$ cat src/rtl/mac_iter.sv
`default_nettype none
// ============================================================================
// Module     : mac_iter
// Description: Iterative signed/unsigned multiply and multiply-accumulate/
//              subtract unit with start/ready handshake for the EX stage.
// Revision   : 1.0 - initial release
// ============================================================================
module mac_iter #(
    parameter int WIDTH          = 32,
    parameter int BITS_PER_CYCLE = 1
) (
    input  logic                 clk,
    input  logic                 rst,
    input  logic                 start_i,
    input  logic                 annul_i,
    input  logic                 signed_i,
    input  logic [1:0]           op_i,
    input  logic [WIDTH-1:0]     opdata1_i,
    input  logic [WIDTH-1:0]     opdata2_i,
    input  logic [2*WIDTH-1:0]   hilo_i,
    output logic [2*WIDTH-1:0]   result_o,
    output logic                 ready_o,
    output logic                 busy_o
);

    localparam int N     = WIDTH / BITS_PER_CYCLE;
    localparam int CNT_W = (N > 1) ? $clog2(N) : 1;
    localparam int PW    = 2 * WIDTH;

    typedef enum logic [1:0] {
        S_IDLE = 2'd0,
        S_CALC = 2'd1,
        S_ACC  = 2'd2,
        S_DONE = 2'd3
    } state_t;

    state_t             r_state;
    state_t             w_state_nxt;
    logic               r_busy;
    logic               r_ready;
    logic               r_neg;
    logic [1:0]         r_op;
    logic [CNT_W-1:0]   r_cnt;
    logic [PW-1:0]      r_mcand;
    logic [WIDTH-1:0]   r_mplier;
    logic [PW-1:0]      r_prod;
    logic [PW-1:0]      r_hilo;
    logic [PW-1:0]      r_result;

    logic [WIDTH-1:0]   w_abs1;
    logic [WIDTH-1:0]   w_abs2;
    logic [PW-1:0]      w_partial;
    logic [PW-1:0]      w_p;
    logic [PW-1:0]      w_acc_res;

    // Magnitudes are held unsigned, so -2^(WIDTH-1) maps to itself exactly.
    assign w_abs1 = (signed_i && opdata1_i[WIDTH-1]) ? -opdata1_i : opdata1_i;
    assign w_abs2 = (signed_i && opdata2_i[WIDTH-1]) ? -opdata2_i : opdata2_i;

    always_comb begin
        w_state_nxt = r_state;
        case (r_state)
            S_IDLE: begin
                if (start_i && !annul_i)
                    w_state_nxt = (w_abs1 == '0 || w_abs2 == '0) ? S_ACC : S_CALC;
            end
            S_CALC: begin
                if (!start_i || annul_i)
                    w_state_nxt = S_IDLE;
                else if (r_cnt == CNT_W'(N - 1))
                    w_state_nxt = S_ACC;
            end
            S_ACC: begin
                w_state_nxt = annul_i ? S_IDLE : S_DONE;
            end
            S_DONE: begin
                if (!start_i || annul_i)
                    w_state_nxt = S_IDLE;
            end
            default: w_state_nxt = S_IDLE;
        endcase
    end

    // Multiplicand is pre-shifted each cycle, so the digit weight is implicit.
    always_comb begin
        w_partial = '0;
        for (int b = 0; b < BITS_PER_CYCLE; b++) begin
            if (r_mplier[b])
                w_partial = w_partial + (r_mcand << b);
        end
    end

    always_comb begin
        w_p = r_neg ? -r_prod : r_prod;
        case (r_op)
            2'b01:   w_acc_res = r_hilo + w_p;
            2'b10:   w_acc_res = r_hilo - w_p;
            default: w_acc_res = w_p;
        endcase
    end

    always_ff @(posedge clk) begin
        if (rst) begin
            r_state <= S_IDLE;
            r_busy  <= 1'b0;
        end else begin
            r_state <= w_state_nxt;
            r_busy  <= (w_state_nxt == S_CALC) || (w_state_nxt == S_ACC);
        end
    end

    always_ff @(posedge clk) begin
        if (rst) begin
            r_ready  <= 1'b0;
            r_neg    <= 1'b0;
            r_op     <= '0;
            r_cnt    <= '0;
            r_mcand  <= '0;
            r_mplier <= '0;
            r_prod   <= '0;
            r_hilo   <= '0;
            r_result <= '0;
        end else begin
            case (r_state)
                S_IDLE: begin
                    if (w_state_nxt != S_IDLE) begin
                        r_mcand  <= {{WIDTH{1'b0}}, w_abs1};
                        r_mplier <= w_abs2;
                        r_neg    <= signed_i & (opdata1_i[WIDTH-1] ^ opdata2_i[WIDTH-1]);
                        r_op     <= op_i;
                        r_hilo   <= hilo_i;
                        r_prod   <= '0;
                        r_cnt    <= '0;
                    end
                end
                S_CALC: begin
                    if (w_state_nxt != S_IDLE) begin
                        r_prod   <= r_prod + w_partial;
                        r_mcand  <= r_mcand << BITS_PER_CYCLE;
                        r_mplier <= r_mplier >> BITS_PER_CYCLE;
                        r_cnt    <= r_cnt + CNT_W'(1);
                    end
                end
                S_ACC: begin
                    if (w_state_nxt == S_DONE) begin
                        r_result <= w_acc_res;
                        r_ready  <= 1'b1;
                    end
                end
                S_DONE: begin
                    if (w_state_nxt == S_IDLE)
                        r_ready <= 1'b0;
                end
                default: r_ready <= 1'b0;
            endcase
        end
    end

    assign result_o = r_result;
    assign ready_o  = r_ready;
    assign busy_o   = r_busy;

endmodule
`default_nettype wire

$ cat config.mk
export PLATFORM = sky130hd
export DESIGN_NAME = mac_iter
export DESIGN_NICKNAME = d
export VERILOG_FILES = /design/src/rtl/mac_iter.sv
export SDC_FILE = /design/constraint.sdc
export NUM_CORES = 1
export LEC_CHECK = 0
export CORE_UTILIZATION = 60
export CTS_CLUSTER_DIAMETER = 40
export CTS_CLUSTER_SIZE = 8
export DETAILED_ROUTE_END_ITERATION = 12
export GPL_TIMING_DRIVEN = 0
export PLACE_DENSITY = 0.8
export SLEW_MARGIN = 30
export SYNTH_ARGS = -nofsm -noshare
export SYNTH_HDL_FRONTEND = slang
export SYNTH_SLANG_ARGS = --single-unit
$ cat constraint.sdc
create_clock -name clk -period 8.2 [get_ports clk]
set_input_delay 1.23 -clock clk [delete_from_list [all_inputs] [get_ports clk]]
set_output_delay 1.23 -clock clk [all_outputs]
set_load 0.02 [all_outputs]
==> results of run 1 <==
==> cells by family after synthesis <==
kind of cell             count (synthesis)  share of synthesized area
AO/OA/AOI/OAI                         1037                      0.265
XOR/XNOR                               296                      0.107
adder cells (fa/ha/maj)                137                     0.0710
buffers and inverters                  288                     0.0467
flip-flops                             300                      0.247
multiplexers                            19                    0.00791
AND/OR/NAND/NOR                       1315                      0.256
==> cells in the final DEF, fill, tap and decap left out, types with 79 or more instances in the layout <==
cell type,instances
a21oi_1,417
and2_1,79
clkbuf_1,194
clkdlybuf4s50_1,191
dfxtp_1,300
ha_1,135
nand2_1,507
nand3_1,93
nor2_1,289
o21ai_0,200
xnor2_1,152
xor2_1,140
==> metrics by stage <==
| step | std cells | TNS, ns | area (um2) | power (mW) |
|---|---|---|---|---|
| floorplan | 3392 | 0 | 24400 | 2.36 |
| global placement | 4108 | -0.00382 | 26900 | 2.70 |
| detailed placement | 4108 | 0 | 26900 | 2.72 |
| CTS | 4185 | 0 | 28700 | 4.88 |
| global route | 4186 | -0.0112 | 28700 | 5.11 |
| finish | 4188 | 0 | 28700 | 4.94 |
==> worst reg2reg max path, stage by stage, from the launching register on <==
cell and delay [ns]:
dfxtp_1 0.37, clkbuf_1 0.34, clkbuf_1 0.50, clkbuf_1 0.47, buf_1 0.47, clkbuf_1 0.45
clkbuf_1 0.54, o21ai_0 0.23, xor2_1 0.40, a31oi_1 0.17, xnor2_1 0.23, ha_1 0.44
and3_1 0.23, nand2_1 0.06, o41ai_1 0.90, a31oi_1 0.38, o31a_1 0.45, o21ai_0 0.31
nor3_2 0.12, o31ai_1 0.45, or3b_2 0.21, o221ai_1 0.10
==> state kept, by name, indices dropped and copies added (netlist names) <==
name and cells:
result_o 64, r_prod 64, busy_o 1, r_hilo 64
r_op 2, ready_o 1, r_neg 1, r_mplier 32
r_mcand 64, r_state 2, r_cnt 5
==> area by class of cell <==
class | count | share of cell area
Buffer | 228 | 0.0319
Clock inverter | 20 | 0.0122
Tap cell | 525 | 0.0229
Antenna cell | 3 | 0.000261
Sequential cell | 300 | 0.209
Inverter | 60 | 0.00784
Multi-Input combinational cell | 2804 | 0.602
Timing Repair Buffer | 191 | 0.0666
Clock buffer | 57 | 0.0474
==> routing by layer <==
metal | track usage | wire (um) | vias to the layer above
li1 | - | - | 12600
met1 | 0.516 | 35700 | 12500
met2 | 0.683 | 40000 | 1624
met3 | 0.0813 | 8560 | 333
met4 | 0.262 | 5400 | 2
met5 | 0 | 9 | -
==> worst paths after layout <==
check / end / slack, ns / cells past startpoint / start
max: result_o[63] / 0.23 / 21 / r_neg
min: result_o[28] / 0.45 / 2 / result_o[28]
min reg2reg: result_o[28] / 0.45 / 2 / result_o[28]
max reg2reg: result_o[63] / 0.23 / 21 / r_neg
==> power breakdown <==
group / total, mW / internal (mW) / leakage [nW] / switching [mW]
clock network: 2.17 / 1.40 / 0.833 / 0.770
registers: 1.53 / 1.50 / 2.43 / 0.0328
logic: 1.23 / 0.462 / 8.28 / 0.769
total: 4.94 / 3.36 / 11.5 / 1.57
==> flow_metrics.tcl, run 1 <==
set metrics [dict create \
    status "completed" \
    max_freq_mhz 125 \
    synth-edff-count 0 \
    cts_tree "done" \
    slew_viol_final 0 \
    remaining_drc_errors 0 \
    insertion_delay_ns 0.61 \
    vias 27100 \
    ys_seq_elements 300 \
    p_leak_nw 11.5 \
    hold_violations 0 \
    vias_per_cell 6.48 \
    numCtsBuffers 53 \
    yosysTopAreaCell "dfxtp_1" \
    ys_types 88 \
    gp_routability_congestion 1.04 \
    io-pin-count 201 \
    yosysWarnings 0 \
    fin_crit_ns 7.97 \
    synth_area_leaders "dfxtp_1 25%, a21oi_1 8.6%, nand2_1 7.8%, ha_1 6.9%, xnor2_1 5.5%" \
    drive_gt1_frac 0.0470 \
    hold_class "reg2reg" \
    fin_skew_ns 0.0176 \
    arrival_ns 8.41 \
    cp_slowest_cell "o41ai_1" \
    maxCapViolCount 0 \
    synth_commonest_cells "507 x nand2_1, 417 x a21oi_1, 300 x dfxtp_1" \
    critPathKind "reg2reg" \
    firstDrtPassIters 8 \
    cts-resized-gates 0 \
    syn2layout_area_growth_pct 17.9 \
    place_ws_ns 0.329 \
    multi_input_area_um2 17300 \
    nets 3910 \
    synthCells 3392 \
    netlist_area_um2 24400 \
    synth_fp_nets 3664 \
    track_usage 0.422 \
    power.density_nw_per_um2 172 \
    start_kind "flop" \
    rows 73 \
    cts_hold_buffers 0 \
    wl_per_cell_um 21.4 \
    post-cts-setup-buffer-count 0 \
    grt_pass1_wl_mm 138 \
    initial_core_util 0.610 \
    detail-route-antenna-nets 0 \
    crit_chain "clkbuf_1 -> clkbuf_1 -> clkbuf_1 -> buf_1 -> clkbuf_1 -> clkbuf_1 -> o21ai_0 -> xor2_1 -> a31oi_1 -> xnor2_1 -> ha_1 -> and3_1 -> nand2_1 -> o41ai_1 -> a31oi_1 -> o31a_1 -> o21ai_0 -> nor3_2 -> o31ai_1 -> or3b_2 -> o221ai_1" \
    async_flop_share 0 \
    first_global_vias 25800 \
    cpMostUsedCell "clkbuf_1" \
    worstSetupEndpointType "flop" \
    yosysSeqAreaShare 0.247 \
    utilization 0.720 \
    critPathMaxStageDelay_ns 0.90 \
    dp_hpwl_mm 68.8 \
    cp_top_family "compound AO/OA/AOI/OAI gates" \
    cts-root-buf "clkbuf_16" \
    holdWs_ns 0.453 \
    yosysMostFrequentCell "nand2_1" \
    overflow 0 \
    max-clock-path-buffers 3 \
    n_fill_cell 3239 \
    worst-path-buf-inv 6 \
    avgSynthCellArea_um2 7.18 \
    cts.sinks 300 \
    worstPathRequired_ns 8.64 \
    portBuffers 191 \
    finalWirelength_mm 89.7 \
    slew_headroom 0.283 \
    die_y_um 204 \
    drt_iter0_drc 2950 \
    timing.final.ws_setup_ns 0.231 \
    antenna_found_initial 3 \
    regArea_um2 6010 \
    clk_pin_slew_worst_paths_ns 0.05 \
    timing.final.crit_share 0.972 \
    die_area_um2 41400 \
    setup_viol 0 \
    ys.flop_type "dfxtp_1" \
    htreeDepth 2 \
    cp_max_fo 10 \
    die_w_um 204 \
    ir_drop_v 0.000161 \
    grt_start_max_net_pins 16 \
    synth_top_area_share 0.247 \
    core-area_um2 39900 \
    tightest_slew_ns 1.08 \
]
Power figures use the tool's default switching activity.
==> inputs of run 2 (changes only) <==
Settings changed: SKIP_LAST_GASP set to 1.
==> results of run 2 <==
Same layout as run 1: the final DEF is identical, and so are final timing and power.
